$ cat src/rtl/axis_pkt_arb.sv
// axis_pkt_arb: 2:1 packet-level round-robin AXI-Stream arbiter with per-source packet counters
module axis_pkt_arb #(
  parameter int DATA_W = 32,
  parameter int STRB_W = 4,
  parameter int DEST_W = 1,
  parameter int CNT_W  = 16
) (
  input  logic              aclk_0,
  input  logic              aresetn_0,
  input  logic [DATA_W-1:0] S_AXIS_0_tdata,
  input  logic [STRB_W-1:0] S_AXIS_0_tstrb,
  input  logic [DEST_W-1:0] S_AXIS_0_tdest,
  input  logic              S_AXIS_0_tid,
  input  logic              S_AXIS_0_tlast,
  input  logic              S_AXIS_0_tvalid,
  output logic              S_AXIS_0_tready,
  input  logic [DATA_W-1:0] S_AXIS_1_tdata,
  input  logic [STRB_W-1:0] S_AXIS_1_tstrb,
  input  logic [DEST_W-1:0] S_AXIS_1_tdest,
  input  logic              S_AXIS_1_tid,
  input  logic              S_AXIS_1_tlast,
  input  logic              S_AXIS_1_tvalid,
  output logic              S_AXIS_1_tready,
  output logic [DATA_W-1:0] M_AXIS_0_tdata,
  output logic [STRB_W-1:0] M_AXIS_0_tstrb,
  output logic [DEST_W-1:0] M_AXIS_0_tdest,
  output logic              M_AXIS_0_tid,
  output logic              M_AXIS_0_tlast,
  output logic              M_AXIS_0_tvalid,
  input  logic              M_AXIS_0_tready,
  output logic [CNT_W-1:0]  pkt_cnt_0,
  output logic [CNT_W-1:0]  pkt_cnt_1,
  output logic              busy
);
  typedef enum logic [1:0] {IDLE, GNT0, GNT1} state_t;
  state_t           state_q, state_d;
  logic             last_q, last_d;
  logic [CNT_W-1:0] cnt0_q, cnt0_d, cnt1_q, cnt1_d;
  logic             g0, g1, end0, end1;
  logic             unused_tid;
  assign unused_tid = S_AXIS_0_tid ^ S_AXIS_1_tid;
  assign g0   = state_q == GNT0;
  assign g1   = state_q == GNT1;
  assign end0 = g0 & S_AXIS_0_tvalid & M_AXIS_0_tready & S_AXIS_0_tlast;
  assign end1 = g1 & S_AXIS_1_tvalid & M_AXIS_0_tready & S_AXIS_1_tlast;
  assign busy = state_q != IDLE;
  assign pkt_cnt_0 = cnt0_q;
  assign pkt_cnt_1 = cnt1_q;
  // Zero-latency datapath mux; readies follow only the grant and downstream ready
  always_comb begin
    M_AXIS_0_tdata  = g1 ? S_AXIS_1_tdata : S_AXIS_0_tdata;
    M_AXIS_0_tstrb  = g1 ? S_AXIS_1_tstrb : S_AXIS_0_tstrb;
    M_AXIS_0_tdest  = g1 ? S_AXIS_1_tdest : S_AXIS_0_tdest;
    M_AXIS_0_tlast  = g1 ? S_AXIS_1_tlast : S_AXIS_0_tlast;
    M_AXIS_0_tvalid = g0 ? S_AXIS_0_tvalid : g1 ? S_AXIS_1_tvalid : 1'b0;
    M_AXIS_0_tid    = g1;
    S_AXIS_0_tready = g0 & M_AXIS_0_tready;
    S_AXIS_1_tready = g1 & M_AXIS_0_tready;
  end
  // Grant decision in IDLE, packet lock until tlast, then hand over or fall back to IDLE
  always_comb begin
    state_d = state_q;
    last_d  = last_q;
    cnt0_d  = cnt0_q;
    cnt1_d  = cnt1_q;
    unique case (state_q)
      IDLE: state_d = (S_AXIS_0_tvalid & S_AXIS_1_tvalid) ? (last_q ? GNT0 : GNT1) :
                      S_AXIS_0_tvalid ? GNT0 : S_AXIS_1_tvalid ? GNT1 : IDLE;
      GNT0: if (end0) begin
        last_d  = 1'b0;
        cnt0_d  = cnt0_q + 1'b1;
        state_d = S_AXIS_1_tvalid ? GNT1 : IDLE;
      end
      GNT1: if (end1) begin
        last_d  = 1'b1;
        cnt1_d  = cnt1_q + 1'b1;
        state_d = S_AXIS_0_tvalid ? GNT0 : IDLE;
      end
      default: state_d = IDLE;
    endcase
  end
  // State, round-robin pointer and counters; reset makes port 0 win first
  always_ff @(posedge aclk_0 or negedge aresetn_0) begin
    if (!aresetn_0) begin
      state_q <= IDLE;
      last_q  <= 1'b1;
      cnt0_q  <= '0;
      cnt1_q  <= '0;
    end else begin
      state_q <= state_d;
      last_q  <= last_d;
      cnt0_q  <= cnt0_d;
      cnt1_q  <= cnt1_d;
    end
  end
endmodule

$ cat config.mk
export PLATFORM = sky130hd
export DESIGN_NAME = axis_pkt_arb
export DESIGN_NICKNAME = d
export VERILOG_FILES = /design/src/rtl/axis_pkt_arb.sv
export SDC_FILE = /design/constraint.sdc
export NUM_CORES = 1
export LEC_CHECK = 0
export CAP_MARGIN = 0
export CORE_MARGIN = 8
export CORE_UTILIZATION = 34
export DETAILED_ROUTE_END_ITERATION = 16
export PLACE_DENSITY = 0.81
export SYNTH_ARGS = -nofsm -noshare
export SYNTH_HDL_FRONTEND = slang
export SYNTH_SLANG_ARGS = --single-unit
$ cat constraint.sdc
create_clock -name aclk_0 -period 2.1 [get_ports aclk_0]
set_clock_uncertainty 0.2 [all_clocks]
set_input_delay 0.525 -clock aclk_0 [delete_from_list [all_inputs] [get_ports aclk_0]]
set_output_delay 0.525 -clock aclk_0 [all_outputs]
set_load 0.02 [all_outputs]
==> reports/qor.yml, run 1 <==
critical_path:
  crit_path_max_incr_delay_ns: 0.38
  slowest_stage: "dfrtp_1"
  crit_path_max_fanout: 7
  crit_arrival_ns: 1.44
  required_ns: 1.37
  cp-start-kind: "register"
  timing.critical_path.to_type: "output port"
  worstPathCellList: "nand2b_4 -> inv_6 -> buf_6 -> clkbuf_16 -> nand2_1 -> nand2_1 -> buf_6"
  crit_path_class: "reg2out"
  ff2ff_setup_slack_ns: 0.13
yosys:
  synth_seq_area_share: 0.4231
  synth_cell_type_count: 32
  ys_dominant_reg_cell: "dfrtp_1"
  syn_inst: 265
  synth_fp_nets: 350
  synth_area_per_cell_um2: 7.824
  async_reset_ff_frac: 1.000
  synth_edf_count: 0
  ys_ff_latch: 35
  synth.yosys.warnings: 0
  netlist_area_um2: 2073
sta:
  final.hold.worst_slack_ns: 0.2756
  final_period_minus_worst_setup_slack_ns: 2.162
  rsz0062_at_grt: "true"
  max_slew_margin: 0.6367
  setup_violations: 15
  timing_hold_violations_final: 0
  max_freq_mhz: 462.5
  final-max-slew-violation-count: 0
  layout_worst_path_cycle_share: 1.030
  worstMarginPinSlew_ns: 0.5399
  setup_ws_ns: -0.06235
  setup-tns-final_ns: -0.5530
route:
  drt_iter0_markers: 58
  route.vias.total: 2385
  routed_via_density: 4.595
  detail_route.first_pass.iterations: 4
  total_detailed_routing_wirelength_mm: 8.272
  route.detailed.drc: 0
  avgRoutedWirePerCell_um: 15.94
  antenna_violating_nets_post_route: 0
die:
  floorplan.initialDensity: 0.3502
  design.core.area_um2: 5921
  floorplan.die.height_um: 94.09
  core.rowCount: 28
  die_x_um: 94.09
  design.portCount: 158
  total_die_area_um2: 8853
status:
  violations: "negative setup slack"
  outcome: "finished with violations"
clock_network:
  cts_max_path_buffers: 2
  number_of_buffers_created_by_cts: 5
  cts_hold_buffers: 0
  clock_insertion_delay_at_the_later_pin_of_the_skew_report_ns: 0.27
  cts_root_buf: "clkbuf_8"
  clock_pin_slew_on_the_worst_setup_and_hold_paths_ns: 0.07
  clock_tree.htree_level_count: 2
  clock_sink_count: 35
  cts_tree: "done"
power:
  fin_total_pwr_mw: 4.156
  irDropWorstVdd_mv: 0.6850
  pwr_density_cell_nw_per_um2: 1022
  cellLeakagePower_nw: 2.098
placed_design:
  gp_routability_congestion: 0.8555
  dpl.hpwl_mm: 6.651
  portBuffers: 155
worst_hold_path:
  min_path_type: "reg2reg"
global_routing:
  first_pass_grt_wire_length_mm: 12.39
  total_track_usage: 0.1744
  antenna_found_initial: 1
  overflow: 0
  first_global_vias: 2438
  largest_net_degree_at_the_start_of_global_routing: 24
final_layout:
  final_common_cell: "nand2_1"
  final_stage_net_count: 527
  syn2layout_area_growth_pct: 96.08
  final_layout_size_suffix_gt1_frac: 0.2167
  layout.cells.most_common_list: "nand2_1, clkdlybuf4s50_1, buf_4"
flow_run:
  max_cap_viol_count: 0
==> per-layer routing <==
metal | GRT usage | share of wire
met4 | 0.02642 | 0.0071
met5 | 0 | 0
met3 | 0.05356 | 0.069
met2 | 0.3133 | 0.55
met1 | 0.2005 | 0.37
==> logic make-up (layout without fill, tap and decap cells) <==
logic type      count (synthesis)  in the layout  synth area share
flops                          35             35            0.4231
xor+xnor                       30             30            0.1267
mux                             2              2           0.01086
other cells                     0              1                 0
buf+inv                        17            195           0.03259
simple gates                  174            174            0.3766
compound gates                  5              5           0.01811
fa+ha+maj                       2              2           0.01207
==> synth_stat cells, types with 2 or more instances <==
| cell type | n | area [um2] |
|---|---|---|
| and3_1 | 6 | 37.54 |
| inv_1 | 6 | 22.52 |
| ha_1 | 2 | 25.02 |
| buf_2 | 3 | 15.01 |
| nand4_1 | 7 | 43.79 |
| mux2_2 | 2 | 22.52 |
| nor3_1 | 2 | 10.01 |
| nand3_1 | 13 | 65.06 |
| and4_1 | 2 | 17.52 |
| clkbuf_1 | 8 | 30.03 |
| dfrtp_1 | 34 | 850.8 |
| nand2_1 | 127 | 476.7 |
| nor2_1 | 4 | 15.01 |
| xor2_1 | 9 | 78.83 |
| nor2b_1 | 2 | 12.51 |
| xnor2_1 | 21 | 183.9 |
| nor4_1 | 2 | 12.51 |
==> report_power, final <==
group / switching [mW] / internal (mW) / total, mW
registers: 0.0893 / 0.763 / 0.852
logic: 1.52 / 1.32 / 2.84
clock network: 0.226 / 0.233 / 0.459
total: 1.84 / 2.32 / 4.16
==> repair_timing <==
action,4_1_cts,5_1_grt
resized for setup,212,52
buffers inserted,1,0
setup endpoints to repair,57,56
cloned,1,1
endpoints found under the hold margin,0,0
pin swaps,0,6
==> layout make-up <==
cell class | instances | area [um2]
Inverter | 6 | 27.53
Multi-Input combinational cell | 213 | 1181
Tap cell | 75 | 93.84
Clock inverter | 1 | 5.005
Clock buffer | 7 | 76.32
Sequential cell | 35 | 877.1
Timing Repair Buffer | 181 | 1802
Fill cell | 476 | 1856
Antenna cell | 1 | 2.502
==> flip-flops by register name, indices dropped and copies added (netlist names) <==
name,count
pkt_cnt_1,16
state_q,2
last_q,1
pkt_cnt_0,16
==> worst max-delay path, delay by kind of cell, from the launching register on <==
family / cells / cell delay, ns
buffers and inverters: 4 / 0.47
and+or+nand+nor: 3 / 0.32
DFF: 1 / 0.38
==> through the flow <==
stage	setup slack (ns)	instances	instance area, um2	util
2_1_floorplan	0.008947	265	2074	-
3_3_place_gp	-0.5132	507	3871	0.6538
3_5_place_dp	-0.5099	507	3871	0.6538
4_1_cts	-0.05946	517	3923	0.6625
5_1_grt	-0.1113	519	4065	0.6866
6_report	-0.06235	519	4065	0.6866
==> worst paths after layout <==
path	start	endpoint	cells past startpoint
setup / recovery	state_q[0]	M_AXIS_0_tdata[26]	7
setup reg to reg	state_q[1]	pkt_cnt_0[12]	6
hold reg to reg	pkt_cnt_1[15]	pkt_cnt_1[15]	1
min in group asynchronous	aresetn_0	pkt_cnt_0[8]	1
hold / removal	pkt_cnt_1[15]	pkt_cnt_1[15]	1
max in group asynchronous	aresetn_0	pkt_cnt_1[10]	2
(Power assumes the default switching activity.)
==> run 2: changes to the inputs <==
--- a/config.mk
+++ b/config.mk
@@ -9,6 +9,7 @@
 export CORE_MARGIN = 8
 export CORE_UTILIZATION = 34
 export DETAILED_ROUTE_END_ITERATION = 16
+export GPL_TIMING_DRIVEN = 0
 export PLACE_DENSITY = 0.81
 export SYNTH_ARGS = -nofsm -noshare
 export SYNTH_HDL_FRONTEND = slang
==> run 2 against run 1 <==
Effect of this change:
- first-iteration DRC count increased by 52%
- die area unchanged
- utilization is 1.7 points higher
- worst setup slack better by 0.027 ns
- global-route usage rose by 0.15 points
- final cell count shrank 1.9%
- critical path type unchanged
- critical path depth is 1 lower
- sequential share of layout area fell by 0.50 points
- the run still ends with negative setup slack left
==> reports/qor.yml, run 2 (synthesis results as in run 1) <==
status:
  outcome: "finished with violations"  # unchanged
  violations: "negative setup slack"  # unchanged
final_layout:
  layout.area.seq_um2: 878.3  # was 877.1 um2
  final_layout_size_suffix_gt1_frac: 0.2396  # was 0.2167
  syn2layout_area_growth_pct: 101.0  # was 96.08%
  final_common_cell: "nand2_1"  # unchanged
  multi_input_comb_area_um2: 1247  # was 1181 um2
  antenna_cells: 0  # was 1
  final_stage_net_count: 520  # was 527
  fin_cells: 509  # was 519
  filler_cell_count: 440  # was 476
  layout.cells.most_common_list: "nand2_1, clkdlybuf4s50_1, buf_6"  # was nand2_1, clkdlybuf4s50_1, buf_4
die:
  die_x_um: 94.09  # unchanged
  floorplan.initialDensity: 0.3502  # unchanged
  total_die_area_um2: 8853  # unchanged
  core.rowCount: 28  # unchanged
  floorplan.die.height_um: 94.09  # unchanged
  design.core.area_um2: 5921  # unchanged
  design.portCount: 158  # unchanged
route:
  drt_iter0_markers: 88  # was 58
  antenna_violating_nets_post_route: 0  # unchanged
  routed_via_density: 4.750  # was 4.595
  detail_route.first_pass.iterations: 4  # unchanged
  avgRoutedWirePerCell_um: 16.53  # was 15.94 um
  total_detailed_routing_wirelength_mm: 8.412  # was 8.272 mm
  route.detailed.drc: 0  # unchanged
  route.vias.total: 2418  # was 2385
placed_design:
  dp.cells: 495  # was 507
  portBuffers: 155  # unchanged
  gp_routability_congestion: 0.8076  # was 0.8555
  dpl.hpwl_mm: 6.441  # was 6.651 mm
clock_network:
  cts_root_buf: "clkbuf_8"  # unchanged
  clock_sink_count: 35  # unchanged
  cts_max_path_buffers: 2  # unchanged
  number_of_buffers_created_by_cts: 5  # unchanged
  clock_tree.htree_level_count: 2  # unchanged
  cts_hold_buffers: 0  # unchanged
  clock_pin_slew_on_the_worst_setup_and_hold_paths_ns: 0.07  # about the same
  cts_tree: "done"  # unchanged
  clock_insertion_delay_at_the_later_pin_of_the_skew_report_ns: 0.27  # about the same
critical_path:
  worstPathBufferInverterCount: 3  # was 4
  crit_path_max_incr_delay_ns: 0.41  # was 0.38 ns
  crit_arrival_ns: 1.41  # was 1.44 ns
  timing.critical_path.to_type: "output port"  # unchanged
  cpLargestDelayFamily: "buffers and inverters"  # unchanged
  slowest_stage: "dfrtp_2"  # was dfrtp_1
  crit_path_class: "reg2out"  # unchanged
  cp-start-kind: "register"  # unchanged
  worstPathCellList: "nand2b_4 -> buf_8 -> buf_16 -> nand2_4 -> nand2_2 -> buf_6"  # was nand2b_4 -> inv_6 -> buf_6 -> clkbuf_16 -> nand2_1 -> nand2_1 -> buf_6
  required_ns: 1.37  # about the same
  crit_path_max_fanout: 6  # was 7
power:
  irDropWorstVdd_mv: 0.7283  # was 0.6850 mV
  cellLeakagePower_nw: 2.149  # was 2.098 nW
  fin_total_pwr_mw: 4.574  # was 4.156 mW
  pwr_density_cell_nw_per_um2: 1097  # was 1022 nW/um2
global_routing:
  first_pass_grt_wire_length_mm: 12.47  # was 12.39 mm
  antenna_found_initial: 0  # was 1
  first_global_vias: 2423  # was 2438
  overflow: 0  # unchanged
  total_track_usage: 0.1759  # was 0.1744
  largest_net_degree_at_the_start_of_global_routing: 36  # was 24
sta:
  layout_worst_path_cycle_share: 1.017  # was 1.030
  rsz0062_at_grt: "true"  # unchanged
  final-max-slew-violation-count: 0  # unchanged
  final_period_minus_worst_setup_slack_ns: 2.135  # was 2.162 ns
  worstMarginPinSlew_ns: 0.7560  # was 0.5399 ns
  setup_ws_ns: -0.03488  # was -0.06235 ns
  max_slew_margin: 0.4960  # was 0.6367
  max_freq_mhz: 468.4  # was 462.5 MHz
  timing_hold_violations_final: 0  # unchanged
  setup_violations: 23  # was 15
worst_hold_path:
  min_path_type: "in2async"  # was reg2reg
flow_run:
  max_cap_viol_count: 0  # unchanged
run 2: cell types whose count changed in the layout (fill, tap and decap cells not counted), sizes merged, moves of 2 or more:
cell / change
buf: -10
clkdlybuf4s50: -4
dlygate4sd2: +2
clkbuf: +2
run 2: what timing repair did:
item | CTS | global route
pin swaps | 13 | 5
buffers inserted | 7 | 0
hold endpoints to repair | 0 | 0
setup endpoints to repair | 57 | 62
gates cloned | 2 | 1
resized for setup | 301 | 34
run 2: worst paths after layout:
check | startpoint | endpoint | slack [ns] | depth (start not counted)
max in group asynchronous | aresetn_0 | state_q[0] | 1.06 | 1
min | aresetn_0 | pkt_cnt_0[11] | 0.12 | 1
min in group aclk_0 | pkt_cnt_0[15] | pkt_cnt_0[15] | 0.28 | 1
max reg2reg | state_q[1] | pkt_cnt_0[10] | 0.10 | 6
max | state_q[0] | M_AXIS_0_tdata[21] | -0.03 | 6
min reg2reg | pkt_cnt_0[15] | pkt_cnt_0[15] | 0.28 | 1
run 2: power breakdown:
part | internal (mW) | leakage [nW] | switching, mW | total (mW)
sequential | 0.764 | 0.463 | 0.0923 | 0.857
clock | 0.221 | 0.0371 | 0.214 | 0.435
combinational | 1.63 | 1.65 | 1.65 | 3.28
run 2: worst register-to-register path: stages (launching register included):
cell and delay (ns):
dfrtp_1 0.41, buf_4 0.15, buf_4 0.14, nand3b_4 0.18
or4_4 0.58, nor2_2 0.11, xor2_1 0.16
run 2: final cells by class:
| class | instances | area share |
|---|---|---|
| repair buffers | 165 | 0.4173 |
| multi-input cells | 213 | 0.2993 |
| well taps | 75 | 0.02252 |
| plain buffers | 9 | 0.02612 |
| clock buffers | 6 | 0.01741 |
| inverters | 6 | 0.006605 |
| flip-flops and latches | 35 | 0.2107 |
run 2: per-layer routing:
| layer | global-route usage | wire [um] | vias up |
|---|---|---|---|
| met3 | 0.05196 | 543 | 8 |
| li1 | - | - | 1191 |
| met4 | 0.02510 | 110 | 0 |
| met5 | 0 | 0 | - |
| met2 | 0.3098 | 4677 | 86 |
| met1 | 0.2088 | 3079 | 1133 |
run 2: through the flow:
| stage | cell area, um2 | utilization | hold WS (ns) | setup TNS (ns) | worst slack (ns) |
|---|---|---|---|---|---|
| global route | 4168 | 0.7039 | 0.1901 | -3.236 | -0.1098 |
| floorplan | 2074 | - | 0.02941 | 0 | 0.008947 |
| detailed placement | 3715 | 0.6274 | 0.2716 | -34.29 | -0.7336 |
| CTS | 4051 | 0.6843 | 0.1440 | -2.341 | -0.07947 |
| global placement | 3720 | 0.6283 | 0.2603 | -48.36 | -0.7413 |
| finish | 4168 | 0.7039 | 0.1200 | -0.4492 | -0.03488 |
